`src/rtl/fetch_sequencer.sv`:
```
// fetch_sequencer
//   Instruction-fetch controller for the RISC-V core. It drives the PC
//   register load port, runs a request/ready handshake with instruction
//   memory, holds the fetched word for decode and arbitrates the next-PC
//   source (trap > redirect > sequential).
//
//   Optional feature macro: FETCH_PERF_EN (enables the two performance
//   counters; without it both counter ports read 32'h0 and no counter flops
//   exist).
//
// Ports
//   clk               system clock
//   reset_n           asynchronous active-low reset
//   pc                current PC register value
//   pc_write/next_pc  PC load enable / load value (combinational)
//   imem_req          fetch request (registered)
//   imem_addr         fetch address, always equal to pc
//   imem_ready        memory response valid, word on imem_rdata
//   imem_rdata        fetched instruction word
//   instr_valid       instr/instr_pc valid for decode
//   instr, instr_pc   held instruction and its address
//   decode_ready      decode accepts instr this cycle
//   stall             hazard stall, blocks sequential advance only
//   redirect_valid    taken branch/jump pulse
//   redirect_target   branch/jump target
//   trap              exception/interrupt pulse
//   misalign_fault    one-cycle pulse after a misaligned redirect
//   perf_fetches      completed fetch count
//   perf_stall_cycles ISSUE cycles held without advancing
module fetch_sequencer #(
  parameter logic [31:0] RESET_VECTOR = 32'h0000_0000,
  parameter logic [31:0] TRAP_VECTOR  = 32'h0000_0100
) (
  input  logic        clk,
  input  logic        reset_n,
  input  logic [31:0] pc,
  output logic        pc_write,
  output logic [31:0] next_pc,
  output logic        imem_req,
  output logic [31:0] imem_addr,
  input  logic        imem_ready,
  input  logic [31:0] imem_rdata,
  output logic        instr_valid,
  output logic [31:0] instr,
  output logic [31:0] instr_pc,
  input  logic        decode_ready,
  input  logic        stall,
  input  logic        redirect_valid,
  input  logic [31:0] redirect_target,
  input  logic        trap,
  output logic        misalign_fault,
  output logic [31:0] perf_fetches,
  output logic [31:0] perf_stall_cycles
);

  typedef enum logic [1:0] {BOOT, FETCH, DRAIN, ISSUE} state_t;

  state_t state, state_nxt;
  logic   flow_change;
  logic   misalign_hit;
  logic   advance;
  logic   fetch_done;

  assign imem_addr = pc;

  always_comb begin
    state_nxt    = state;
    pc_write     = 1'b0;
    next_pc      = pc;
    flow_change  = 1'b0;
    misalign_hit = 1'b0;

    // BOOT ignores control-flow changes entirely.
    if (state != BOOT) begin
      flow_change  = trap | redirect_valid;
      // A misaligned redirect only faults when it is the winning source.
      misalign_hit = !trap && redirect_valid && (redirect_target[1:0] != 2'b00);
    end

    advance    = (state == ISSUE) && decode_ready && !stall && !flow_change;
    fetch_done = (state == FETCH) && imem_ready && !flow_change;

    if (state == BOOT) begin
      pc_write = 1'b1;
      next_pc  = RESET_VECTOR;
    end else if (trap || misalign_hit) begin
      pc_write = 1'b1;
      next_pc  = TRAP_VECTOR;
    end else if (redirect_valid) begin
      pc_write = 1'b1;
      next_pc  = redirect_target;
    end else if (advance) begin
      pc_write = 1'b1;
      next_pc  = pc + 32'd4;
    end

    case (state)
      BOOT:  state_nxt = FETCH;
      FETCH: begin
        // A redirect with no response yet leaves one in flight: drain it.
        if (flow_change)     state_nxt = imem_ready ? FETCH : DRAIN;
        else if (imem_ready) state_nxt = ISSUE;
      end
      ISSUE: if (flow_change || advance) state_nxt = FETCH;
      // The outstanding response is discarded; a redirect here only reloads the PC.
      DRAIN: if (imem_ready) state_nxt = FETCH;
      default: state_nxt = BOOT;
    endcase
  end

  always_ff @(posedge clk or negedge reset_n) begin
    if (!reset_n) begin
      state          <= BOOT;
      imem_req       <= 1'b0;
      instr_valid    <= 1'b0;
      instr          <= 32'h0;
      instr_pc       <= 32'h0;
      misalign_fault <= 1'b0;
    end else begin
      state          <= state_nxt;
      imem_req       <= (state_nxt == FETCH);
      misalign_fault <= misalign_hit;
      if (fetch_done) begin
        instr_valid <= 1'b1;
        instr       <= imem_rdata;
        instr_pc    <= pc;
      end else if (advance || flow_change) begin
        instr_valid <= 1'b0;
      end
    end
  end

`ifdef FETCH_PERF_EN
  logic        stall_cycle;
  logic [31:0] fetch_cnt;
  logic [31:0] stall_cnt;

  assign stall_cycle = (state == ISSUE) && instr_valid && !advance && !flow_change;

  always_ff @(posedge clk or negedge reset_n) begin
    if (!reset_n) begin
      fetch_cnt <= 32'h0;
      stall_cnt <= 32'h0;
    end else begin
      if (fetch_done)  fetch_cnt <= fetch_cnt + 32'd1;
      if (stall_cycle) stall_cnt <= stall_cnt + 32'd1;
    end
  end

  assign perf_fetches      = fetch_cnt;
  assign perf_stall_cycles = stall_cnt;
`else
  assign perf_fetches      = 32'h0;
  assign perf_stall_cycles = 32'h0;
`endif

endmodule

```
`config.mk`:
```
export PLATFORM = sky130hd
export DESIGN_NAME = fetch_sequencer
export DESIGN_NICKNAME = d
export VERILOG_FILES = /design/src/rtl/fetch_sequencer.sv
export SDC_FILE = /design/constraint.sdc
export NUM_CORES = 1
export LEC_CHECK = 0
export ABC_AREA = 1
export BUFFER_PORTS_ARGS = -buffer_cell sky130_fd_sc_hd__buf_2
export CAP_MARGIN = 15
export CORE_ASPECT_RATIO = 0.8
export CORE_MARGIN = 2
export CORE_UTILIZATION = 40
export DETAILED_ROUTE_END_ITERATION = 16
export GPL_TIMING_DRIVEN = 0
export PLACE_DENSITY = 0.76
export SLEW_MARGIN = 25
export SYNTH_ARGS = -nofsm -noshare
export SYNTH_HDL_FRONTEND = slang
export SYNTH_SLANG_ARGS = --single-unit
```
`constraint.sdc`:
```
create_clock -name clk -period 3.6 [get_ports clk]
set_input_delay 0.72 -clock clk [delete_from_list [all_inputs] [get_ports clk]]
set_output_delay 0.72 -clock clk [all_outputs]
set_load 0.1 [all_outputs]
```
; ---- Word-level counts from Yosys, hierarchy flattened
; Cells that the tools add are included.
[totals]
inputBits = 103
register_bits = 69
word_cells = 46
[op_classes]
eq_ne = 4
n_reduce_logical = 16
muxes = 18
addsub = 1
bitwise_logic = 1
[ops]
columns = op, count
row1 = 2-to-1 mux 32 bit, 4
row2 = "adder 32 x 3 -> 32 bit, second input constant", 1
row3 = 2-to-1 mux 2 bit, 5
row4 = 2-to-1 mux 1 bit, 8
row5 = one-hot mux 2 bit (4 select lines), 1
row6 = logical AND 1 bit, 7
row7 = nonzero test 2 bit, 3
row8 = "equality test 2 x 1 -> 1 bit, second input constant", 2
row9 = "equality test 2 bit, second input constant", 2
row10 = logical NOT 1 bit, 3
row11 = logical NOT 2 bit, 1
row12 = logical OR 1 bit, 2
row13 = bitwise OR 1 bit, 1

; ---- Logic depth before layout (Yosys ltp)
[depth]
depth_word = 8
depth_mapped = 11
depth_no_buf = 10

; ---- Worst setup path before layout
; OpenSTA, ideal clock, no wires.
[synth_timing]
kind = in2out
startpoint = input stall
endpoint = output next_pc[4]
cell_stages = 8
arrival_ns = 3.047
setup_slack_ns = -0.167
path_cell_list = inv_1 > nand2_1 > nor2_4 > nand2_2 > buf_6 > inv_1 > nand3_1 > a31oi_1
[synth_via]
elab_chain_cells = 7
[synth_lines]
columns = item, line_no
row1 = start: declaration, 47  ; input logic stall,
row2 = logical NOT 1 bit, 80  ; advance = (state == ISSUE) && decode_ready && !stall && !flow_change;
row3 = logical AND 1 bit (2 in series), 80
row4 = 2-to-1 mux 32 bit, 92  ; end else if (advance) begin
row5 = 2-to-1 mux 32 bit, 89  ; end else if (redirect_valid) begin
row6 = 2-to-1 mux 32 bit, 86  ; end else if (trap || misalign_hit) begin
row7 = 2-to-1 mux 32 bit, 83  ; if (state == BOOT) begin
row8 = end: declaration, 38  ; output logic [31:0] next_pc,
; No other way between the ends.

; ---- Worst setup path after layout
[layout_timing]
startpoint = input pc[3]
endpoint = output next_pc[18]
[layout_via]
elab_chain_cells = 5
[layout_lines]
columns = item, line_no
row1 = start: declaration, 36  ; input logic [31:0] pc,
row2 = adder 32 x 3 -> 32 bit, 94  ; next_pc = pc + 32'd4;
row3 = 2-to-1 mux 32 bit, 92
row4 = 2-to-1 mux 32 bit, 89
row5 = 2-to-1 mux 32 bit, 86
row6 = 2-to-1 mux 32 bit, 83
; No other way between the ends.

==> flow_metrics.tcl <==
set metrics [dict create \
    status "finished, final reports clean" \
    synth_top_area_cell "dfrtp_1" \
    rsz0062_at_grt "false" \
    p_per_area_nw_per_um2 1060 \
    vias 5067 \
    setup_tns_ns 0 \
    slew_headroom 0.573 \
    finClkSkew_ns 0.00721 \
    yosys-top-cells-area "dfrtp_1 (35%), buf_4 (15%), mux2_4 (11%)" \
    synth-simple-area-share 0.243 \
    antenna_left 0 \
    drt-total-wl_um 16400 \
    syn_area_um2 4950 \
    synth_compound_area_frac 0.0604 \
    grtUsageTotal 0.243 \
    muxShareOfSynthArea 0.106 \
    p_seq_frac 0.186 \
    setup_viol_count_final 0 \
    required_ns 2.88 \
    timing.final.max_slew_violations 0 \
    p_int_mw 2.52 \
    cp-startpoint "pc[3]" \
    insertion_delay_ns 0.33 \
    cts_sinks 69 \
    clk_root_buffer_cell "clkbuf_16" \
    via_per_inst 4.57 \
    synth_enable_flop_cells 0 \
    switchingPower_mw 4.78 \
    start_util 0.408 \
    syn2layout_area_growth_pct 39.4 \
    grt_overflow 0 \
    ys.flop_type "dfrtp_1" \
    top_level_ports 299 \
    synth_top_family_by_area "simple AND/OR/NAND/NOR gates" \
    cts_buffers 9 \
    fp.dieW_um 128 \
    antenna_found_initial 1 \
    worstSetupPathType "in -> out" \
    path_delay_family "simple AND/OR/NAND/NOR gates" \
    path_clk_slew_ns 0.06 \
    htreeDepth 3 \
    die_area_um2 13300 \
    cts_tree "done" \
    grt_pass1_vias 4642 \
    core-area_um2 12100 \
    p_sw_frac 0.655 \
    leakage_nw 4.19 \
    worst_path_max_delay_cell "buf_2" \
    fmax_mhz 292 \
    drt_pre_antenna_iters 5 \
    drc_errors 0 \
    max_cap_violations 0 \
    syn_inst 641 \
    synth_top_area_frac 0.349 \
    rows 36 \
    cts_buffer_depth 2 \
    post-route-util 0.569 \
    max_stage_delay_ns 0.42 \
    dpl.hpwl_um 13100 \
    path_cells "buf_2, ha_1, inv_1, nor2_2, nand3_1, nor2_4, nand3_1, nand3_1, nand2_1, inv_1, buf_2" \
    reg2reg_depth 6 \
    place_congestion 0.919 \
    critPathLaunchType "input port" \
    synth.most_common_cell "nand2_1" \
    dp_cells 1091 \
    period_needed_ns 3.43 \
    seq_area_frac_synth 0.349 \
    ys_types 29 \
    hold_viol 0 \
    fin_cells 1108 \
    layout-drive-gt1-share 0.435 \
    worstSetupEndpointType "output pin" \
    synth_commonest_cells "nand2_1 (127), buf_4 (97), inv_1 (76), nor2_1 (76), dfrtp_1 (69)" \
    worst-slew-pin-transition_ns 0.641 \
    wl_per_cell_um 14.8 \
    drtIter0Drc 234 \
    worstPathArrival_ns 2.71 \
    critPathCapture "next_pc[18]" \
    period_share 0.952 \
    ys_seq_elements 69 \
    portBuffers 234 \
    yosys.area_share.adder 0.00253 \
    synth-xor-area-share 0.00708 \
    grt_pass1_wl_um 24600 \
    fillCellCount 1175 \
    grt_max_degree 54 \
    cp.depth 11 \
    power.share.clock 0.122 \
    post_cts_resized 0 \
    nets 1054 \
    die_height_um 103 \
    avgSynthCellArea_um2 7.72 \
    critPathMaxFanout 9 \
    reg2reg_slack_ns 2.15 \
    cts_setup_buffers 0 \
    r2r_end "instr_pc[30]$_DFFE_PN0P_" \
    combPwrFrac 0.692 \
    max-vdd-ir-drop_v 0.000510 \
    reg2reg_from "state[1]$_DFF_PN0_" \
    async_flop_share 1.00 \
    cp_common_cell "nand3_1" \
    ctsHoldBuffers 0 \
    yosysWarnings 0 \
    hold_path_class "in -> async" \
    critical_path_buf_inv_count 4 \
]
flip-flops by register name, indices dropped and copies added (netlist names):
signal	flops
instr	32
misalign_fault	1
instr_pc	32
state	2
imem_req	1
instr_valid	1
cell usage in the layout (no fill, tap or decap), types with 2 or more instances in the layout:
master and count:
buf_2 242, nand2_1 127, buf_4 98, nor2_1 76, inv_1 76, dfrtp_1 69, conb_1 64, nand3_1 54
mux2_4 35, o21ai_0 24, o21ai_1 21, clkbuf_16 9, nand4_1 7, clkbuf_1 5, buf_6 5, nor2_4 4
xor2_1 4, nor3_1 3, nor2_2 3, o211ai_1 3, a21oi_1 3, inv_2 2, nor3_2 2, a21oi_2 2
a31oi_2 2, nand3_2 2, clkinv_4 2, clkinv_2 2
layout make-up:
class / count / area (µm²) / share of cell area
Multi-Input combinational cell: 440 / 2330 / 0.338
Clock inverter: 7 / 73.8 / 0.0107
Timing Repair Buffer: 235 / 1200 / 0.174
Tap cell: 152 / 190 / 0.0276
Inverter: 79 / 297 / 0.0430
Antenna cell: 1 / 2.50 / 0.000363
Sequential cell: 69 / 1730 / 0.250
Clock buffer: 9 / 225 / 0.0327
Buffer: 116 / 848 / 0.123
per-layer routing:
layer | routed length (µm) | track usage | vias up
li1 | - | - | 2485
met1 | 7280 | 0.342 | 2332
met2 | 7450 | 0.390 | 239
met3 | 1490 | 0.0535 | 11
met4 | 146 | 0.0456 | 0
met5 | 0 | 0 | -
worst min-delay path by stage:
stage,endpoint,depth (start not counted),slack [ns],from
2_1_floorplan,imem_req$_DFF_PN0_,0,0.42,reset_n
3_3_place_gp,instr_valid$_DFFE_PN0P_,2,0.46,instr_valid$_DFFE_PN0P_
3_5_place_dp,instr_pc[30]$_DFFE_PN0P_,2,0.48,instr_pc[30]$_DFFE_PN0P_
4_1_cts,instr_pc[22]$_DFFE_PN0P_,1,0.27,reset_n
5_1_grt,instr_pc[25]$_DFFE_PN0P_,1,0.27,reset_n
6_report,instr_pc[29]$_DFFE_PN0P_,1,0.27,reset_n
power by group through the flow:
stage	clock network (mW)	registers [mW]	logic [mW]
after floorplan	0	4.07	1.59
after global placement	0	1.34	5.03
after detailed placement	0	1.36	5.06
after CTS	0.907	1.36	5.07
after global routing	0.946	1.41	5.22
final	0.891	1.36	5.05
kinds of logic after synthesis:
kind of cell,Yosys count
AND/OR/NAND/NOR,279
buffers and inverters,195
flip-flops,69
AO/OA/AOI/OAI,57
multiplexers,35
XOR/XNOR,4
adder cells (fa/ha/maj),1
other,1
per-stage QoR:
step                      power, mW  hold slack [ns]  worst slack, ns  instance area (µm²)
after floorplan                5.65            0.424          0.00664                 5200
after global routing           7.57            0.269           0.0250                 6900
after CTS                      7.33            0.266            0.204                 6900
after global placement         6.36            0.462            0.231                 6570
after detailed placement       6.42            0.475            0.206                 6600
final                          7.30            0.273            0.174                 6900
Power figures use the tool's default switching activity.
